==> src/rtl/_bus32_arb.sv <==
// Round-robin owner arbiter for the shared 32-bit tri-state bus.
// Grants one source at a time and inserts dead cycles between owners.
module _bus32_arb #(
  parameter int N        = 8,
  parameter int DEAD     = 1,
  parameter int MAX_HOLD = 0
)(
  input  logic                 clk,
  input  logic                 rst,
  input  logic [N-1:0]         req,
  output logic [N-1:0]         gnt,
  output logic [N-1:0]         g,
  output logic [$clog2(N)-1:0] owner,
  output logic                 busy,
  output logic                 timeout
);

  localparam int  PW    = $clog2(N);
  localparam int  DW    = (DEAD > 1) ? $clog2(DEAD) : 1;
  localparam int  HW    = (MAX_HOLD > 1) ? $clog2(MAX_HOLD) : 1;
  localparam bit  FORCE = (MAX_HOLD > 0);
  localparam logic [HW-1:0] HOLD_LAST = HW'(FORCE ? MAX_HOLD - 1 : 0);

  typedef enum logic [1:0] {IDLE, GRANT, TURN} state_t;

  state_t          state, state_n;
  logic [N-1:0]    gnt_n;
  logic [PW-1:0]   owner_n, ptr, ptr_n;
  logic [HW-1:0]   hold, hold_n;
  logic [DW-1:0]   dead, dead_n;
  logic            timeout_n;

  logic            pick_vld;
  logic [PW-1:0]   pick, idx;

  // First requester strictly after the last winner, wrapping around.
  always_comb begin
    pick_vld = 1'b0;
    pick     = '0;
    idx      = '0;
    for (int i = 1; i <= N; i++) begin
      idx = PW'((int'(ptr) + i) % N);
      if (!pick_vld && req[idx]) begin
        pick_vld = 1'b1;
        pick     = idx;
      end
    end
  end

  always_comb begin
    state_n   = state;
    gnt_n     = gnt;
    owner_n   = owner;
    ptr_n     = ptr;
    hold_n    = hold;
    dead_n    = dead;
    timeout_n = 1'b0;
    case (state)
      IDLE: begin
        if (pick_vld) begin
          gnt_n       = '0;
          gnt_n[pick] = 1'b1;
          owner_n     = pick;
          ptr_n       = pick;
          hold_n      = '0;
          state_n     = GRANT;
        end
      end
      GRANT: begin
        // Forced release wins even if the owner dropped its request this edge.
        if ((FORCE && hold == HOLD_LAST) || !req[owner]) begin
          gnt_n     = '0;
          owner_n   = '0;
          dead_n    = DW'(DEAD - 1);
          timeout_n = FORCE && (hold == HOLD_LAST);
          state_n   = TURN;
        end else begin
          hold_n = hold + HW'(1);
        end
      end
      TURN: begin
        if (dead != '0) begin
          dead_n = dead - DW'(1);
        end else if (pick_vld) begin
          gnt_n       = '0;
          gnt_n[pick] = 1'b1;
          owner_n     = pick;
          ptr_n       = pick;
          hold_n      = '0;
          state_n     = GRANT;
        end else begin
          state_n = IDLE;
        end
      end
      default: state_n = IDLE;
    endcase
  end

  always_ff @(posedge clk) begin
    if (rst) begin
      state   <= IDLE;
      gnt     <= '0;
      owner   <= '0;
      ptr     <= PW'(N - 1);
      hold    <= '0;
      dead    <= '0;
      timeout <= 1'b0;
    end else begin
      state   <= state_n;
      gnt     <= gnt_n;
      owner   <= owner_n;
      ptr     <= ptr_n;
      hold    <= hold_n;
      dead    <= dead_n;
      timeout <= timeout_n;
    end
  end

  assign g    = ~gnt;
  assign busy = |gnt;

endmodule

==> config.mk <==
export PLATFORM = sky130hd
export DESIGN_NAME = _bus32_arb
export DESIGN_NICKNAME = d
export VERILOG_FILES = /design/src/rtl/_bus32_arb.sv
export SDC_FILE = /design/constraint.sdc
export NUM_CORES = 1
export LEC_CHECK = 0
export ABC_AREA = 1
export CORE_ASPECT_RATIO = 0.75
export CORE_MARGIN = 2
export CORE_UTILIZATION = 45
export DETAILED_ROUTE_END_ITERATION = 10
export PLACE_DENSITY = 0.73
export SLEW_MARGIN = 20
export SYNTH_ARGS = -nofsm -noshare
export SYNTH_HDL_FRONTEND = slang
export SYNTH_SLANG_ARGS = --single-unit
export TNS_END_PERCENT = 30
==> constraint.sdc <==
create_clock -name clk -period 4.25 [get_ports clk]
set_input_delay 0.85 -clock clk [delete_from_list [all_inputs] [get_ports clk]]
set_output_delay 0.85 -clock clk [all_outputs]
set_load 0.05 [all_outputs]
==> out/results.md <==
- **slew margin rel.** 0.476
- **mean number of vias per cell** 5.25
- **sequential cell area fraction in the yosys report** 0.199
- **Pre-Repair DR Iteration Count** 4
- **critical path arrival** 3.36 ns
- **Critical Setup Path Class** reg -> reg
- **final-layout worst hold slack** 0.504 ns
- **kind of cell adding the most delay to the critical path** simple AND/OR/NAND/NOR gates
- **TritonCTS Buffers** 3
- **Required @ worst endpoint** 4.42 ns
- **count of hold-fix buffers inserted at cts** 0
- **Via Count** 1686
- **Total Routed Length** 3980 um
- **mux share of post-synthesis cell area** 0
- **Filler Cell Count** 350
- **count of state elements after synthesis** 16
- **post-CTS setup buffer count** 0
- **Final HPWL DP** 3200 um
- **predominant post-synthesis flop cell** sky130_fd_sc_hd__dfxtp_1
- **final design utilization** 0.580
- **Ys Warns** 0
- **Num Clock Sinks** 16
- **worst path buffer plus inverter count** 2
- **count of different cell masters after synthesis** 37
- **hold path startpoint** gnt[2]
- **Tcrit/Tclk final** 0.749
- **Overall Global Routing Usage** 0.208
- **number of enable-type register cells in the synthesized netlist** 0
- **residual antenna-violating net count after detailed routing** 0
- **async set-reset flop share out of synthesis** 0
- **mean routed wirelength per cell** 12.4 um
- **die width** 73.0 um
- **number of maximum-capacitance constraint violations** 0
- **Worst Hold Class** reg -> reg
- **area growth from synthesis to final layout** 21.1%
- **synthesized-area fraction occupied by ao, oa, aoi and oai cells** 0.131
- **Root Driver** sky130_fd_sc_hd__clkbuf_8
- **Worst-path clk slew** 0.07 ns
- **total count of max-transition violations in the final report** 0
- **number of design-rule violations left by the first detailed-router iteration** 113
- **maximum net fanout on the critical path** 12
- **post-synthesis instance area** 1610 um2
- **total die area** 4070 um2
- **footprint of the multi-input gates** 1100 um2
- **floorplan die height** 55.8 um
- **vias in the first global route** 1496
- **Max Clock Freq** 314 MHz
- **Worst path slowest cell** sky130_fd_sc_hd__dfxtp_1
- **Setup Viol. Count Final** 0
- **shortest period the worst path allows** 3.18 ns
- **Hold Vio Cnt, Final** 0
- **transition time of the tightest slew-check pin** 0.784 ns
- **CTS tree** built
- **proportion of layout cells with a drive suffix above 1** 0.178
- **starting density of the core** 0.479
- **initial antenna violation count** 0
- **floorplan core area** 3360 um2
- **xor-xnor portion of the synthesized cell area** 0.0257
- **Routability Congestion** 0.839
- **largest clock skew in the final design** 0.00116 ns
- **number of remaining DRC errors** 0
- **cells along the critical path** inv_2 -> ha_1 -> inv_2 -> nand3_1 -> nand3_2 -> nand2_4 -> nor2_8 -> nand4_4 -> nor2_8 -> nand3b_4 -> a21boi_4 -> nand2_1 -> a21oi_1
- **CP endpoint kind** flop
- **final-layout setup total negative slack** 0 ns
- **syn_nets** 266
- **origin of the critical flop-to-flop path** ptr[0]
- **number of ports placed on the die boundary** 31
- **biggest cell delay along the critical path** 0.59 ns
- **sequential cell area in the final layout** 320 um2
- **reg2reg setup slack** 1.07 ns
- **type of origin of the critical path** flop
- **wire length of the first global-routing pass** 6830 um
- **post-layout net count** 294
- **largest net degree at the start of global routing** 17
- **simple-gate share of the synthesized area** 0.510
- **setup repair after global routing missed its margin** false
- **number of antenna repair diodes** 0
- **number of cell rows** 18
- **run status** complete, no violations
- **worst skew pair latency** 0.25 ns
- **Post-Syn Instances** 254
- **Post-CTS Resized** 0
- **buffers added on ports** 29
- **first element of the critical path** ptr[0]
- **post-synthesis share of cell area spent on full adders, half adders and majority gates** 0.0156
- **CTS H-tree depth** 1
- **dominant combinational cell family by area after synthesis** simple AND/OR/NAND/NOR gates
- **synthesized area divided by synthesized cell count** 6.33 um2
- **Congestion Overflow GR** 0
- **maximum clock insertion buffer count** 2
[final timing paths]
path,endpoint,depth (start not counted)
hold reg to reg,gnt[2],2
setup reg to reg,owner[2],13
setup / recovery,owner[2],13
hold / removal,gnt[2],2
[layout by cell type (no fill, tap or decap)]
cell,instances
sky130_fd_sc_hd__dfxtp_1,16
sky130_fd_sc_hd__xnor2_2,1
sky130_fd_sc_hd__inv_2,5
sky130_fd_sc_hd__inv_1,24
sky130_fd_sc_hd__conb_1,1
sky130_fd_sc_hd__xor2_1,1
sky130_fd_sc_hd__inv_4,1
sky130_fd_sc_hd__nor2_8,2
sky130_fd_sc_hd__nor4_1,1
sky130_fd_sc_hd__nor2_1,26
sky130_fd_sc_hd__o21bai_1,1
sky130_fd_sc_hd__a21boi_4,1
sky130_fd_sc_hd__nand2_2,15
sky130_fd_sc_hd__xor2_2,1
sky130_fd_sc_hd__nand2_1,71
sky130_fd_sc_hd__nand2_4,1
sky130_fd_sc_hd__ha_1,2
sky130_fd_sc_hd__nand3b_1,1
sky130_fd_sc_hd__nand4_4,1
sky130_fd_sc_hd__clkinv_2,1
sky130_fd_sc_hd__nor3_1,2
sky130_fd_sc_hd__a31oi_1,1
sky130_fd_sc_hd__nand3b_4,1
sky130_fd_sc_hd__a21oi_2,10
sky130_fd_sc_hd__nand4_1,4
sky130_fd_sc_hd__nand3_2,4
sky130_fd_sc_hd__buf_4,1
sky130_fd_sc_hd__nand3_1,36
sky130_fd_sc_hd__a21oi_4,1
sky130_fd_sc_hd__o21ai_0,5
sky130_fd_sc_hd__clkdlybuf4s50_1,29
sky130_fd_sc_hd__clkbuf_8,4
sky130_fd_sc_hd__clkinv_1,1
sky130_fd_sc_hd__o22ai_1,3
sky130_fd_sc_hd__a21oi_1,6
[tightest hold or removal path: stages (launching register included)]
cell,delay (ns)
sky130_fd_sc_hd__dfxtp_1,0.34
sky130_fd_sc_hd__nand2_2,0.08
sky130_fd_sc_hd__a21oi_2,0.05
[cells in the mapped netlist (2+ instances only)]
cell	count	share of area
sky130_fd_sc_hd__nor3_1	2	0.0062
sky130_fd_sc_hd__nor2_1	26	0.061
sky130_fd_sc_hd__nand3_2	4	0.025
sky130_fd_sc_hd__dfxtp_1	16	0.20
sky130_fd_sc_hd__nand3_1	36	0.11
sky130_fd_sc_hd__o21ai_0	5	0.016
sky130_fd_sc_hd__nand4_1	4	0.016
sky130_fd_sc_hd__o22ai_1	3	0.012
sky130_fd_sc_hd__nand2_1	71	0.17
sky130_fd_sc_hd__inv_2	5	0.012
sky130_fd_sc_hd__nor2_8	2	0.025
sky130_fd_sc_hd__inv_1	24	0.056
sky130_fd_sc_hd__buf_6	3	0.021
sky130_fd_sc_hd__a21oi_2	10	0.054
sky130_fd_sc_hd__a21oi_1	6	0.019
sky130_fd_sc_hd__nand2_2	15	0.058
sky130_fd_sc_hd__ha_1	2	0.016
[state kept, by name, summed over array words and instances (netlist names)]
register  cells
gnt           8
owner         3
ptr           3
state         2
[cells by family (layout without fill, tap and decap cells)]
family,Yosys count,count (layout)
compound gates,28,28
xor+xnor,3,3
fa+ha+maj,2,2
buf+inv,39,66
flops,16,16
other cells,1,1
simple gates,165,165
[final cells by class]
class	instances	area share
flip-flops and latches	16	0.165
multi-input cells	199	0.565
well taps	40	0.0257
clock buffers	4	0.0283
repair buffers	30	0.153
inverters	32	0.0636
[layer usage]
layer / track usage / part of all wire / up-vias
met5: 0 / 0 / -
met4: 0.0159 / 0.0020 / 0
met3: 0.0453 / 0.075 / 2
met2: 0.317 / 0.43 / 60
met1: 0.311 / 0.49 / 752
li1: - / - / 872
[metrics by stage]
stage / cells / area [um2] / setup slack (ns)
final: 321 / 1950 / 1.07
after CTS: 321 / 1950 / 1.12
after global routing: 321 / 1950 / 0.867
after detailed placement: 317 / 1890 / 1.16
after global placement: 317 / 1890 / 1.20
after floorplan: 254 / 1610 / 1.81
Power is not shown: default switching activity piles up to over one toggle a cycle in this logic, so the estimate is an artifact.
